===== config.mk =====
export PLATFORM = sky130hd
export DESIGN_NAME = mem_access_unit
export DESIGN_NICKNAME = d
export VERILOG_FILES = /design/src/rtl/mem_access_unit.sv
export SDC_FILE = /design/constraint.sdc
export NUM_CORES = 1
export LEC_CHECK = 0
export BUFFER_PORTS_ARGS = -buffer_cell sky130_fd_sc_hd__buf_2
export CAP_MARGIN = 20
export CORE_MARGIN = 5
export CORE_UTILIZATION = 57
export CTS_BUF_LIST = sky130_fd_sc_hd__clkbuf_8
export DETAILED_ROUTE_END_ITERATION = 6
export PLACE_DENSITY = 0.95
export SKIP_CTS_REPAIR_TIMING = 1
export SLEW_MARGIN = 20
export SYNTH_ARGS = -nofsm -noshare
export SYNTH_HDL_FRONTEND = slang
export SYNTH_SLANG_ARGS = --single-unit

===== constraint.sdc =====
create_clock -name clk -period 3.3 [get_ports clk]
set_clock_uncertainty 0.15 [all_clocks]
set_input_delay 0.66 -clock clk [delete_from_list [all_inputs] [get_ports clk]]
set_output_delay 0.66 -clock clk [all_outputs]
set_load 0.03 [all_outputs]

===== src/rtl/mem_access_unit.sv =====
// Memory access stage: decodes load/store requests, drives a req/ack bus
// with a bounded wait, and formats load data for writeback.
module mem_access_unit #(
  parameter int DATA_WIDTH = 32,
  parameter int TIMEOUT = 16
) (
  input  logic                  clk,
  input  logic                  reset,
  input  logic                  valid_in,
  input  logic [DATA_WIDTH-1:0] ALUResult,
  input  logic [DATA_WIDTH-1:0] WriteData,
  input  logic                  MemRead,
  input  logic                  MemWrite,
  input  logic [2:0]            Funct3,
  output logic                  mem_req,
  output logic                  mem_we,
  output logic [DATA_WIDTH-1:0] mem_addr,
  output logic [DATA_WIDTH-1:0] mem_wdata,
  output logic [3:0]            mem_be,
  input  logic                  mem_ack,
  input  logic [DATA_WIDTH-1:0] mem_rdata,
  output logic                  stall,
  output logic                  valid_out,
  output logic [DATA_WIDTH-1:0] result,
  output logic [1:0]            err
);

  typedef enum logic {IDLE, BUSY} state_t;

  state_t                state, state_d;
  logic [7:0]            cnt, cnt_d;
  logic [DATA_WIDTH-1:0] addr_q, addr_d;
  logic [2:0]            f3_q, f3_d;
  logic                  req_d, we_d, vout_d;
  logic [DATA_WIDTH-1:0] maddr_d, wdata_d, res_d;
  logic [3:0]            be_d;
  logic [1:0]            err_d;

  logic                  illegal, misal;
  logic [3:0]            st_be;
  logic [DATA_WIDTH-1:0] st_wdata;
  logic [7:0]            lane_b;
  logic [15:0]           lane_h;
  logic [DATA_WIDTH-1:0] ld_data;

  assign stall = (state == BUSY);

  // Request legality, alignment and store lane formatting.
  always_comb begin
    illegal = 1'b0;
    if (MemRead && MemWrite)
      illegal = 1'b1;
    else if (MemRead)
      illegal = !(Funct3 inside {3'b000, 3'b001, 3'b010, 3'b100, 3'b101});
    else if (MemWrite)
      illegal = !(Funct3 inside {3'b000, 3'b001, 3'b010});
    misal = ((Funct3[1:0] == 2'b01) && ALUResult[0]) ||
            ((Funct3[1:0] == 2'b10) && (ALUResult[1:0] != 2'b00));
    st_be    = 4'b1111;
    st_wdata = WriteData;
    unique case (Funct3[1:0])
      2'b00: begin
        st_be    = 4'b0001 << ALUResult[1:0];
        st_wdata = {4{WriteData[7:0]}};
      end
      2'b01: begin
        st_be    = 4'b0011 << ALUResult[1:0];
        st_wdata = {2{WriteData[15:0]}};
      end
      default: ;
    endcase
  end

  // Load lane select and sign/zero extension.
  always_comb begin
    unique case (addr_q[1:0])
      2'b00:   lane_b = mem_rdata[7:0];
      2'b01:   lane_b = mem_rdata[15:8];
      2'b10:   lane_b = mem_rdata[23:16];
      default: lane_b = mem_rdata[31:24];
    endcase
    lane_h = addr_q[1] ? mem_rdata[31:16] : mem_rdata[15:0];
    unique case (f3_q)
      3'b000:  ld_data = {{24{lane_b[7]}}, lane_b};
      3'b001:  ld_data = {{16{lane_h[15]}}, lane_h};
      3'b100:  ld_data = {24'b0, lane_b};
      3'b101:  ld_data = {16'b0, lane_h};
      default: ld_data = mem_rdata;
    endcase
  end

  // Next-state and registered output values.
  always_comb begin
    state_d = state;
    cnt_d   = cnt;
    addr_d  = addr_q;
    f3_d    = f3_q;
    req_d   = mem_req;
    we_d    = mem_we;
    maddr_d = mem_addr;
    wdata_d = mem_wdata;
    be_d    = mem_be;
    vout_d  = 1'b0;
    res_d   = result;
    err_d   = err;
    unique case (state)
      IDLE: begin
        if (valid_in) begin
          vout_d = 1'b1;
          res_d  = ALUResult;
          err_d  = 2'b00;
          if (!MemRead && !MemWrite) begin
            err_d = 2'b00;
          end else if (illegal) begin
            err_d = 2'b11;
          end else if (misal) begin
            err_d = 2'b01;
          end else begin
            vout_d  = 1'b0;
            state_d = BUSY;
            cnt_d   = 8'd0;
            addr_d  = ALUResult;
            f3_d    = Funct3;
            req_d   = 1'b1;
            we_d    = MemWrite;
            maddr_d = {ALUResult[31:2], 2'b00};
            be_d    = MemWrite ? st_be : 4'b1111;
            wdata_d = MemWrite ? st_wdata : '0;
          end
        end
      end
      BUSY: begin
        if (mem_ack) begin
          state_d = IDLE;
          req_d   = 1'b0;
          vout_d  = 1'b1;
          err_d   = 2'b00;
          res_d   = mem_we ? addr_q : ld_data;
        end else if (cnt == 8'(TIMEOUT - 1)) begin
          state_d = IDLE;
          req_d   = 1'b0;
          vout_d  = 1'b1;
          err_d   = 2'b10;
          res_d   = addr_q;
        end else begin
          cnt_d = cnt + 8'd1;
        end
      end
      default: state_d = IDLE;
    endcase
  end

  // State and output registers with synchronous reset.
  always_ff @(posedge clk) begin
    if (!reset) begin
      state     <= IDLE;
      cnt       <= '0;
      addr_q    <= '0;
      f3_q      <= '0;
      mem_req   <= 1'b0;
      mem_we    <= 1'b0;
      mem_addr  <= '0;
      mem_wdata <= '0;
      mem_be    <= '0;
      valid_out <= 1'b0;
      result    <= '0;
      err       <= '0;
    end else begin
      state     <= state_d;
      cnt       <= cnt_d;
      addr_q    <= addr_d;
      f3_q      <= f3_d;
      mem_req   <= req_d;
      mem_we    <= we_d;
      mem_addr  <= maddr_d;
      mem_wdata <= wdata_d;
      mem_be    <= be_d;
      valid_out <= vout_d;
      result    <= res_d;
      err       <= err_d;
    end
  end

endmodule


# --- Yosys cells after proc, flatten, opt, wreduce, memory -nomap -nowiden ---
# Cells that the tools add are included.
classes:
  addsub: 1
  multipliers: 0
  n_div: 0
  n_lt_le_gt_ge: 0
  n_eq_ne: 19
  shifts: 2
  n_mux: 50
  bitwise_logic: 4
  n_reduce_logical: 20
op_table:
  columns: ["operator", "n"]
  rows:
  - ["two-way mux 32 bit", 5]
  - ["one-hot mux 32 bit (2 select lines)", 2]
  - ["one-hot mux 32 bit (4 select lines)", 1]
  - ["two-way mux 8 bit", 6]
  - ["one-hot mux 8 bit (3 select lines)", 1]
  - ["two-way mux 1 bit", 22]
  - ["two-way mux 16 bit", 1]
  - ["one-hot mux 8 bit (2 select lines)", 1]
  - ["== test 3 bit, second input constant", 4]
  - ["!= test 2 bit, second input constant", 6]
  - ["two-way mux 2 bit", 5]
  - ["AND reduction 5 bit", 2]
  - ["adder 8 x 1 -> 8 bit, second input constant", 1]
  - ["== test 8 x 4 -> 1 bit, second input constant", 1]
  - ["one-hot mux 4 bit (2 select lines)", 1]
  - ["== test 3 x 1 -> 1 bit, second input constant", 2]
  - ["zero test 3 bit", 2]
  - ["one-hot mux 1 bit (2 select lines)", 3]
  - ["AND reduction 6 bit", 1]
  - ["nonzero test 5 bit", 1]
  - ["== test 2 x 1 -> 1 bit, second input constant", 2]
  - ["== test 2 bit, second input constant", 2]
  - ["logical AND 1 bit", 4]
  - ["zero test 1 bit", 4]
  - ["other kinds (12)", 16]
word_totals:
  ff_bits: 147
  latch_bits: 0
  ramBits: 0
  rom_bits: 0
  in_bits: 105
  output_inout_bits: 106
  elab_cells: 108
  mem_count: 0

# --- Longest topological paths before layout ---
depth:
  depth_word: 10
  ltp_mapped: 8

# --- Worst setup path before layout ---
# No wires, ideal clock.
synth_path:
  kind: "input port to flip-flop"
  from: "input port Funct3[0]"
  to: "register mem_wdata[10]"
  setup_time_ns: 0.070
  arrival_ns: 1.961
  required_ns: 3.080
  setup_slack_ns: 1.119
  path_stages: 7
  n_path_buf: 3
  path_cell_list: "buf_2 nor2b_4 o2bb2ai_4 or4b_1 buf_2 buf_6 o2bb2ai_1"
synth_via:
  elab_chain_len: 8
  word_cells_on_any_way: 23
  cone_classes: "eq/ne: 6; mux: 5; bitwise: 2; reduce/logical: 10"
synth_lines:
  columns: ["item", "line_no", "source"]
  rows:
  - ["start: declaration", "14", "input logic [2:0] Funct3,"]
  - ["== test 3 x 1 -> 1 bit, or another cell as far along", "54, 56", null]
  - ["nonzero test 3 bit", "56", "illegal = !(Funct3 inside {3'b000, 3'b001, 3'b010});"]
  - ["zero test 1 bit", "56", null]
  - ["two-way mux 1 bit", "55", "else if (MemWrite)"]
  - ["two-way mux 1 bit", "53", "else if (MemRead)"]
  - ["two-way mux 1 bit", "51", "if (MemRead && MemWrite)"]
  - ["inverter 1 bit (no source line)", null, null]
  - ["AND reduction 5 bit (no source line)", null, null]
  - ["end signal: assignment", "176", "mem_wdata <= wdata_d;"]
  - ["end: declaration", "18", "output logic [DATA_WIDTH-1:0] mem_wdata,"]
# Parallel ways exist; a longest one is shown, timed or not.
# A chain may end at the register's enable or synchronous reset.

# --- Worst setup path after layout ---
layout_path:
  from: "register f3_q[1]"
  to: "register result[12]"
layout_via:
  elab_chain_len: 5
  word_cells_on_any_way: 8
  cone_classes: "eq/ne: 3; mux: 4; reduce/logical: 1"
layout_lines:
  columns: ["item", "line_no", "source"]
  rows:
  - ["start: declaration", "33", "logic [2:0] f3_q, f3_d;"]
  - ["start signal: assignment", "159", "f3_q <= '0;"]
  - ["start signal: assignment", "172", "f3_q <= f3_d;"]
  - ["== test 3 bit, or another cell as far along", "83", "unique case (f3_q)"]
  - ["one-hot mux 32 bit (4 select lines) (*)", "83", null]
  - ["two-way mux 32 bit (*)", "138", "res_d = mem_we ? addr_q : ld_data;"]
  - ["two-way mux 32 bit (*)", "133", "if (mem_ack) begin"]
  - ["one-hot mux 32 bit (2 select lines) (*)", "106", "unique case (state)"]
  - ["end signal: assignment", "179", "result <= res_d;"]
  - ["end: declaration", "24", "output logic [DATA_WIDTH-1:0] result,"]
# Mark *: on every way between the ends. The rest lies on a longest branch, timed or not.

==> impl_metrics.xml <==
<?xml version="1.0" encoding="UTF-8"?>
<metrics>
  <group name="outcome">
    <metric name="run_status" unit="">complete, but fails checks</metric>
    <metric name="failed_checks" unit="">DRC</metric>
  </group>
  <group name="worst_hold_path">
    <metric name="holdCritPathClass" unit="">flip-flop to flip-flop</metric>
  </group>
  <group name="timing">
    <metric name="slew_headroom" unit="">0.437</metric>
    <metric name="max_clock_freq" unit="MHz">404</metric>
    <metric name="timing.setup.tns" unit="ns">0</metric>
    <metric name="finalCriticalPeriod" unit="ns">2.48</metric>
    <metric name="hold_violations" unit="">0</metric>
    <metric name="setup_viol" unit="">0</metric>
    <metric name="worst_pin_slew" unit="ns">0.843</metric>
    <metric name="timing.hold.ws" unit="ns">0.317</metric>
    <metric name="finalCritPeriodShare" unit="">0.750</metric>
    <metric name="timing_max_transition_violations_final" unit="">0</metric>
    <metric name="rsz_0062_raised_after_global_routing" unit="">false</metric>
  </group>
  <group name="cts">
    <metric name="cts.htree.levels" unit="">4</metric>
    <metric name="tritoncts" unit="">yes</metric>
    <metric name="tritoncts.num_buffers" unit="">17</metric>
    <metric name="clock_path_buffers" unit="">2</metric>
    <metric name="clkSinkCount" unit="">117</metric>
    <metric name="clkLatencyLatePin" unit="ns">0.42</metric>
    <metric name="root_buf_cell" unit="">sky130_fd_sc_hd__clkbuf_8</metric>
    <metric name="clkTransAtPathRegs" unit="ns">0.08</metric>
  </group>
  <group name="detailed_routing">
    <metric name="detailedRoute.firstIterationViolations" unit="">666</metric>
    <metric name="viasPerCell" unit="">6.20</metric>
    <metric name="wl" unit="mm">19.7</metric>
    <metric name="detail_route.wl_per_cell" unit="um">19.2</metric>
    <metric name="post-route-drc-count" unit="">22</metric>
    <metric name="via_count" unit="">6361</metric>
    <metric name="postRouteAntennaNets" unit="">0</metric>
    <metric name="pre_repair_dr_iteration_count" unit="">7</metric>
  </group>
  <group name="worst_setup_path">
    <metric name="critPathLaunchType" unit="">flip-flop</metric>
    <metric name="criticalPathCategory" unit="">flip-flop to flip-flop</metric>
    <metric name="crit_required" unit="ns">3.47</metric>
    <metric name="cp_max_fo" unit="">18</metric>
    <metric name="data_arrival_time_of_the_critical_path" unit="ns">2.65</metric>
    <metric name="end_kind" unit="">flip-flop</metric>
  </group>
  <group name="placement">
    <metric name="port_bufs" unit="">208</metric>
    <metric name="placed_area" unit="mm^2">0.00715</metric>
    <metric name="place_congestion" unit="">0.896</metric>
    <metric name="dp_hpwl" unit="mm">13.9</metric>
    <metric name="post-place-cells" unit="">994</metric>
  </group>
  <group name="cells_and_area">
    <metric name="insertedDiodeCount" unit="">0</metric>
    <metric name="stdcell_count" unit="">1026</metric>
    <metric name="nNetsFinal" unit="">979</metric>
    <metric name="filler_cell_count" unit="">881</metric>
    <metric name="final_instance_area" unit="mm^2">0.00754</metric>
    <metric name="area_delta_synth_final" unit="%">19.6</metric>
    <metric name="commonest_cells_after_routing_fill_and_taps_aside" unit="">sky130_fd_sc_hd__buf_2 (208), sky130_fd_sc_hd__nand2_1 (120), sky130_fd_sc_hd__dfxtp_1 (117), sky130_fd_sc_hd__mux2i_1 (64), sky130_fd_sc_hd__o21ai_0 (59)</metric>
    <metric name="final_layout_size_suffix_gt1_frac" unit="">0.328</metric>
    <metric name="layout_commonest_cell" unit="">sky130_fd_sc_hd__buf_2</metric>
  </group>
  <group name="global_routing">
    <metric name="grt_start_max_net_pins" unit="">102</metric>
    <metric name="grt_pass1_vias" unit="">6098</metric>
    <metric name="gr-usage-all-layers" unit="">0.287</metric>
    <metric name="grt_pass1_wl" unit="mm">30.5</metric>
    <metric name="sum_of_overflow_across_all_layers_after_global_routing" unit="">0</metric>
    <metric name="antenna_found_initial" unit="">0</metric>
  </group>
  <group name="floorplan">
    <metric name="core_region_area" unit="mm^2">0.0108</metric>
    <metric name="dieWidth" unit="um">115</metric>
    <metric name="fp.dieArea" unit="mm^2">0.0133</metric>
    <metric name="initial_core_util" unit="">0.582</metric>
    <metric name="io-pin-count" unit="">211</metric>
    <metric name="num_rows" unit="">38</metric>
    <metric name="fp.dieH" unit="um">115</metric>
  </group>
  <group name="pwr">
    <metric name="power.ir.vdd_worst" unit="uV">524</metric>
    <metric name="power.static_leakage" unit="nW">3.28</metric>
    <metric name="pwr_cell_area" unit="mW/mm^2">470</metric>
  </group>
  <group name="synthesis">
    <metric name="post_synthesis_average_cell_area" unit="um^2">8.78</metric>
    <metric name="synth-seq-cells" unit="">117</metric>
    <metric name="synth-seq-area-share" unit="">0.371</metric>
    <metric name="postSynth.topFlopCell" unit="">sky130_fd_sc_hd__dfxtp_1</metric>
    <metric name="count_of_flip_flops_with_a_built_in_enable_after_synthesis" unit="">0</metric>
    <metric name="synth.cell_area" unit="mm^2">0.00631</metric>
    <metric name="yosysUniqueCellTypes" unit="">73</metric>
    <metric name="syn-instance-count" unit="">719</metric>
    <metric name="ys_warn_count" unit="">0</metric>
    <metric name="async_flop_share" unit="">0</metric>
  </group>
  <group name="job">
    <metric name="drv_cap" unit="">0</metric>
  </group>
</metrics>
[through the flow]
stage / power [mW] / worst slack [ns] / utilization
3_3_place_gp: 2.23 / 0.610 / 0.660
5_1_grt: 3.67 / 0.795 / 0.696
6_report: 3.55 / 0.824 / 0.696
4_1_cts: 3.54 / 0.946 / 0.696
2_1_floorplan: 2.03 / 1.12 / -
3_5_place_dp: 2.25 / 0.510 / 0.660
[report_power, final]
part | internal [mW] | switching, mW | total [mW]
sequential | 1.48 | 0.0519 | 1.53
combinational | 0.244 | 0.461 | 0.705
clock | 0.674 | 0.632 | 1.31
[cell type report]
type                            count  area (um^2)  share of cell area
Multi-Input combinational cell    504         3420               0.453
Sequential cell                   117         2340               0.310
Timing Repair Buffer              224         1190               0.157
Clock buffer                       17          234              0.0310
Tap cell                          140          175              0.0232
Clock inverter                     15          158              0.0209
Inverter                            9         33.8             0.00448
[metal layers]
layer	global-route usage	routed length [um]	vias up
met3	0.0847	1890	75
met1	0.355	7510	2992
met2	0.467	9580	366
met4	0.121	698	0
met5	0	0	-
li1	-	-	2928
[flip-flops by register name, summed over array words and instances (netlist names)]
name,cells
valid_out,1
err,2
mem_be,4
mem_wdata,32
addr_q,32
cnt,8
stall,1
result,32
f3_q,3
mem_we,1
mem_req,1
[cells by family (layout without fill, tap and decap cells)]
family / after synthesis / in the layout / share of synthesized area
xor gates and xnor gates: 5 / 5 / 0.00694
buffers and inverters: 99 / 265 / 0.0880
and+or+nand+nor: 200 / 200 / 0.152
DFF: 117 / 117 / 0.371
AOI/OAI and AO/OA: 228 / 228 / 0.269
adders and majority gates: 1 / 1 / 0.00198
muxes: 68 / 68 / 0.110
other: 1 / 2 / 0.000594
[synthesized netlist by cell type (all sizes together) (5+ instances only)]
| cell | number | area [um^2] |
|---|---|---|
| o2bb2ai | 17 | 168 |
| a31o | 13 | 114 |
| nand3 | 6 | 30.0 |
| o22ai | 6 | 37.5 |
| a311oi | 7 | 61.3 |
| a21oi | 29 | 149 |
| nor2b | 10 | 70.1 |
| a22o | 17 | 149 |
| dfxtp | 117 | 2340 |
| inv | 8 | 30.0 |
| nor2 | 22 | 82.6 |
| a222oi | 8 | 80.1 |
| a221o | 5 | 50.1 |
| o21ai | 63 | 330 |
| buf | 56 | 394 |
| nand2 | 120 | 450 |
| and2 | 7 | 43.8 |
| a22oi | 5 | 42.5 |
| o21bai | 5 | 37.5 |
| a221oi | 14 | 123 |
| clkbuf | 34 | 128 |
| and3 | 10 | 62.6 |
| a41oi | 5 | 58.8 |
| xnor2 | 5 | 43.8 |
| mux2i | 64 | 641 |
[path summary, 6_finish.rpt]
kind            from    endpoint  slack [ns]  cells past startpoint
max reg2reg  f3_q[1]  result[12]        0.82                      4
min          f3_q[2]     f3_q[2]        0.32                      2
min reg2reg  f3_q[2]     f3_q[2]        0.32                      2
max          f3_q[1]  result[12]        0.82                      4
[critical path, stage by stage, from the launching register on]
cell,delay [ns]
sky130_fd_sc_hd__dfxtp_1,0.77
sky130_fd_sc_hd__nor2b_1,0.37
sky130_fd_sc_hd__a222oi_1,0.64
sky130_fd_sc_hd__a221oi_1,0.16
sky130_fd_sc_hd__a221o_1,0.29
Note: power is estimated with default switching activity, not from simulation.
